==> config.mk <==
export PLATFORM = sky130hd
export DESIGN_NAME = countdown_timer_flat
export DESIGN_NICKNAME = d
export VERILOG_FILES = /design/src/rtl/countdown_timer_if.sv /design/src/rtl/countdown_timer.sv /design/src/flat_wrapper.sv
export SDC_FILE = /design/constraint.sdc
export NUM_CORES = 1
export LEC_CHECK = 0
export CELL_PAD_IN_SITES_DETAIL_PLACEMENT = 1
export CELL_PAD_IN_SITES_GLOBAL_PLACEMENT = 1
export CORE_MARGIN = 3
export CORE_UTILIZATION = 34
export DETAILED_ROUTE_END_ITERATION = 10
export PLACE_DENSITY = 0.88
export SYNTH_ARGS = -nofsm -noshare
export SYNTH_HDL_FRONTEND = slang
export SYNTH_SLANG_ARGS = --single-unit
export TNS_END_PERCENT = 1
==> constraint.sdc <==
create_clock -name clk -period 2.4 [get_ports clk]
set_input_delay 0.6 -clock clk [delete_from_list [all_inputs] [get_ports clk]]
set_output_delay 0.6 -clock clk [all_outputs]
set_load 0.03 [all_outputs]
==> src/rtl/countdown_timer_if.sv <==
// Control and status bundle for countdown_timer.
// master drives load/start/stop, slave returns count/running/done.
interface countdown_timer_if #(
  parameter int DATA_WIDTH = 16
);
  logic                  load;
  logic [DATA_WIDTH-1:0] load_value;
  logic                  start;
  logic                  stop;
  logic [DATA_WIDTH-1:0] count;
  logic                  running;
  logic                  done;

  modport master (
    output load, load_value, start, stop,
    input  count, running, done
  );

  modport slave (
    input  load, load_value, start, stop,
    output count, running, done
  );
endinterface

==> src/rtl/countdown_timer.sv <==
// Loadable down-counter with start/stop/pause and a one-cycle done pulse.
// Define COUNTDOWN_AUTO_RELOAD_EN for periodic reload from the last load.
module countdown_timer #(
  parameter int DATA_WIDTH = 16,
  parameter int MAX        = 99
) (
  input logic              clk,
  input logic              resetn,
  countdown_timer_if.slave bus
);
  typedef enum logic [1:0] {
    IDLE,
    RUN,
    PAUSE,
    EXPIRED
  } state_t;

  localparam logic [DATA_WIDTH-1:0] MAX_V = DATA_WIDTH'(MAX);
  localparam logic [DATA_WIDTH-1:0] ONE   = DATA_WIDTH'(1);
  localparam logic [DATA_WIDTH-1:0] ZERO  = '0;

  state_t                state;
  logic [DATA_WIDTH-1:0] count_q;
  logic                  running_q;
  logic                  done_q;
  logic [DATA_WIDTH-1:0] sat;

`ifdef COUNTDOWN_AUTO_RELOAD_EN
  logic [DATA_WIDTH-1:0] reload_q;
`endif

  always_comb begin
    sat = (bus.load_value > MAX_V) ? MAX_V : bus.load_value;
  end

  always_ff @(posedge clk or negedge resetn) begin
    if (!resetn) begin
      state     <= IDLE;
      count_q   <= ZERO;
      running_q <= 1'b0;
      done_q    <= 1'b0;
`ifdef COUNTDOWN_AUTO_RELOAD_EN
      reload_q  <= ZERO;
`endif
    end else begin
      done_q <= 1'b0;
      if (bus.load) begin
        state     <= IDLE;
        count_q   <= sat;
        running_q <= 1'b0;
`ifdef COUNTDOWN_AUTO_RELOAD_EN
        reload_q  <= sat;
`endif
      end else if (bus.stop) begin
        // stop outside RUN only suppresses start
        if (state == RUN) begin
          state     <= PAUSE;
          running_q <= 1'b0;
        end
      end else begin
        unique case (state)
          IDLE, PAUSE: begin
            if (bus.start && count_q != ZERO) begin
              state     <= RUN;
              running_q <= 1'b1;
            end
          end
          RUN: begin
            if (count_q > ONE) begin
              count_q <= count_q - ONE;
            end else if (count_q == ONE) begin
              count_q <= ZERO;
              done_q  <= 1'b1;
`ifdef COUNTDOWN_AUTO_RELOAD_EN
              if (reload_q == ZERO) begin
                state     <= EXPIRED;
                running_q <= 1'b0;
              end
`else
              state     <= EXPIRED;
              running_q <= 1'b0;
`endif
            end else begin
`ifdef COUNTDOWN_AUTO_RELOAD_EN
              if (reload_q != ZERO) begin
                count_q <= reload_q;
              end else begin
                state     <= EXPIRED;
                running_q <= 1'b0;
              end
`else
              state     <= EXPIRED;
              running_q <= 1'b0;
`endif
            end
          end
          EXPIRED: begin
            count_q <= ZERO;
          end
          default: begin
            state     <= IDLE;
            running_q <= 1'b0;
          end
        endcase
      end
    end
  end

  assign bus.count   = count_q;
  assign bus.running = running_q;
  assign bus.done    = done_q;
endmodule

==> src/flat_wrapper.sv <==
// flat-port wrapper written by rule: the top's interface ports become plain ports
module countdown_timer_flat 
#(
  parameter int DATA_WIDTH = 16,
  parameter int MAX        = 99
)
  (clk, resetn, bus_load, bus_load_value, bus_start, bus_stop, bus_count, bus_running, bus_done);
  countdown_timer_if #(.DATA_WIDTH(DATA_WIDTH)) bus_i ();
  input logic clk;
  input logic resetn;
  input wire logic [$bits(bus_i.load)-1:0] bus_load;
  input wire logic [$bits(bus_i.load_value)-1:0] bus_load_value;
  input wire logic [$bits(bus_i.start)-1:0] bus_start;
  input wire logic [$bits(bus_i.stop)-1:0] bus_stop;
  output wire logic [$bits(bus_i.count)-1:0] bus_count;
  output wire logic [$bits(bus_i.running)-1:0] bus_running;
  output wire logic [$bits(bus_i.done)-1:0] bus_done;
  assign bus_i.load = bus_load;
  assign bus_i.load_value = bus_load_value;
  assign bus_i.start = bus_start;
  assign bus_i.stop = bus_stop;
  assign bus_count = bus_i.count;
  assign bus_running = bus_i.running;
  assign bus_done = bus_i.done;
  countdown_timer #(.DATA_WIDTH(DATA_WIDTH), .MAX(MAX)) u_core (.clk(clk), .resetn(resetn), .bus(bus_i));
endmodule
==> summary.md <==
| Metric | Value |
|---|---|
| Dpl hpwl | 3.48 mm |
| Clk Tree Root Cell | clkbuf_8 |
| Core Util, Final | between 50% and 60% |
| Maximum number of pins on one net before global-route repair | 21 |
| Period Utilization, post-route | 93.0% |
| Syn. warnings | 0 |
| Crit path max fanout | 8 |
| RSZ-0062 raised after global routing | false |
| Syn Std Cell Area | around 1300 um2 |
| Crit path launch | u_core.bus.count[0] |
| Hold Crit Depth | 1 |
| Total Nets Final | 226 |
| Synth unique cells | 44 |
| Area leader, netlist | dfrtp_1 |
| FMAX | about 450 MHz |
| Fill cells | around 430 |
| Grt total ovfl | 0 |
| CTS tree | built |
| Peak supply drop | ~0.00015 V |
| Clock power frac | between 20% and 30% |
| Post-route cell area | ~1900 um2 |
| Die area | ~4600 um2 |
| Clock transition at path regs | around 0.080 ns |
| Max-Cap Viols | 0 |
| Minimum clock period | approximately 2.2 ns |
| Routed WL per cell | 18.3 um |
| Routability cong. | 0.825 |
| First-pass GRT wire length | 7.42 mm |
| CTS resizes | 0 |
| Post-CTS setup buffer count | 0 |
| Slew @ Worst Pin | between 0.4 and 0.5 ns |
| Crit Path Class | reg2reg |
| #FFs+latches synth | 20 |
| Area Growth Syn to Fin | 42.8% |
| Via count | ~1400 |
| Largest cells by area after synthesis | dfrtp_1 38%, nand2_1 5.2%, a21oi_1 5.0%, o21ai_0 3.8%, a31oi_1 3.3% |
| H-tree depth | 1 |
| Crit. End Element | flop |
| Int Power | about 0.62 mW |
| Post-synth net total | between 150 and 200 |
| FF-to-FF setup slack | 0.17 ns |
| IO Pins | 39 |
| Proportion of layout cells with a drive suffix above 1 | about 14% |
| Port Buf Inserts | 38 |
| Die height | between 60 and 70 um |
| Power density over the cells | roughly 490 nW/um2 |
| Dpl cell area | 1810 um2 |
| Most common cell after layout, fill and taps aside | clkdlybuf4s50_1 |
| Most frequent cells in the layout | 38 x clkdlybuf4s50_1, 20 x dfrtp_1, 18 x nand2_1, 13 x a21oi_1, 12 x buf_4 |
| Post-Place Cells | about 240 |
| Worst R2R End | u_core.bus.count[9] |
| Cells after Synth | between 150 and 200 |
| Iteration count of the initial detailed-routing pass | 4 |
| Overall routing resource usage | between 20% and 30% |
| Sequential power share | 42.5% |
| Leakage | about 0.76 nW |
| # clock sinks | 20 |
| Slew Viols, Final | 0 |
| Worst hold slack | ~0.53 ns |
| Avg Inst Size Synth | a little under 9 um2 |
| Post-CTS Hold Fix Bufs | 0 |
| Critical Path RT | approximately 2.6 ns |
| Core ar. | 3520 um2 |
| Comb power frac | between 20% and 30% |
| Worst Skew | ~0.0024 ns |
| DR DRC count | 0 |
| Crit start category | flop |
| Clock insertion delay at the later pin of the skew report | about 0.26 ns |
| Hold path start | u_core.bus.running |
| Reg2Reg Depth | 6 |
| Vias in the first global route | roughly 1500 |
| Final setup viols | 0 |
| Die width | roughly 68 um |
| Post-Layout Cell Count | approximately 250 |
| Top cell type's share of synthesized area | between 30% and 40% |
| Setup crit end | u_core.bus.count[9] |
| Min-delay worst type | reg2reg |
| Hold Vio Cnt, Final | 0 |
| DR iter-0 viols | just under 80 |
| Longest Clk Path Bufs | 2 |
| CTS Buf Count | 3 |
| Critical path arrival | between 2 and 2.5 ns |
| Num rows | 21 |
| Slew Limit Headroom | around two thirds |
| Share of the yosys chip area belonging to registers | 38.3% |
| Run status | complete, no violations |
| Sw Ratio | between 30% and 40% |
| Antenna-violating nets left | 0 |
| Via/cell ratio | 5.87 |
| Initial antenna violation count | 0 |
| Reg2reg start | u_core.bus.count[0] |
| Net Sw Power | roughly 0.3 mW |
| Initial Util | 37.1% |
| DRT Wirelength | about 4.5 mm |
| Antenna cells | 0 |
## registers in the layout, indices dropped and copies added (netlist names)
signal              cells
u_core.state            2
u_core.bus.count       16
u_core.bus.done         1
u_core.bus.running      1
## logic make-up (layout without fill, tap and decap cells)
| kind of cell | Yosys count | after routing | synth area share [%] |
|---|---|---|---|
| and+or+nand+nor | 61 | 61 | 24.8 |
| buffers and inverters | 9 | 59 | 3.25 |
| adders and majority gates | 3 | 3 | 2.87 |
| muxes | 2 | 2 | 1.53 |
| AOI/OAI and AO/OA | 56 | 56 | 29.3 |
| DFF | 20 | 20 | 38.3 |
## final cells by class
class / count / area [um2] / area share, %
clock buffer: 4 / 55.1 / 2.95
tap: 46 / 57.6 / 3.08
sequential: 20 / 500 / 26.8
multi-input combinational: 122 / 764 / 41.0
inverter: 5 / 18.8 / 1.01
timing repair buffer: 50 / 470 / 25.2
## how the worst min path moves through the flow
stage / slack [ns] / end
final: 0.53 / u_core.bus.running
after detailed placement: 0.51 / u_core.bus.running
after global placement: 0.51 / u_core.bus.running
after global routing: 0.56 / u_core.bus.running
after floorplan: 0.30 / u_core.bus.count[0]
after CTS: 0.54 / u_core.bus.running
## stage by stage
stage	setup TNS, ns	power [mW]	setup WS, ns
6_report	0	0.915	0.168
5_1_grt	0	0.955	0.105
4_1_cts	0	0.922	0.189
3_5_place_dp	-0.0652	0.658	-0.0427
3_3_place_gp	0	0.645	0.0917
2_1_floorplan	0	0.521	0.248
## worst max-delay path, stage by stage, from the launching register on
cell     delay [ns]
dfrtp_1        0.50
inv_1          0.11
ha_1           0.30
or2_2          0.37
a21o_4         0.23
or3_1          0.38
o31ai_1        0.24
## per-layer routing
metal | share of wire (%) | global-route usage (%)
met5 | 0 | 0
met4 | 1.1 | 7.20
met3 | 3.9 | 2.96
met2 | 51 | 37.2
met1 | 44 | 26.6
## synth_stat cells, drive strengths merged
library cell and n:
a2111oi 1, a211oi 1, a21o 3, a21oi 13
a22o 2, a2bb2oi 1, a31o 1, a31oi 7
a32o 1, and2 1, and3 1, and4 2
buf 2, clkbuf 2, dfrtp 20, ha 3
inv 5, mux2i 2, nand2 18, nand2b 2
nand3 6, nand3b 1, nand4 2, nor2 10
nor3 8, nor4 4, nor4b 1, o211a 1
o211ai 2, o21a 1, o21ai 10, o221a 1
o221ai 3, o22ai 3, o311ai 2, o31ai 2
o41ai 1, or2 2, or3 3
## power by group through the flow
stage	Combinational, mW	Clock, mW	Sequential, mW
after global placement	0.254	0	0.392
after global routing	0.287	0.276	0.392
after CTS	0.265	0.268	0.388
after floorplan	0.0999	0	0.421
final	0.265	0.260	0.389
after detailed placement	0.263	0	0.394
No activity file was read; power rests on OpenSTA's default activity.
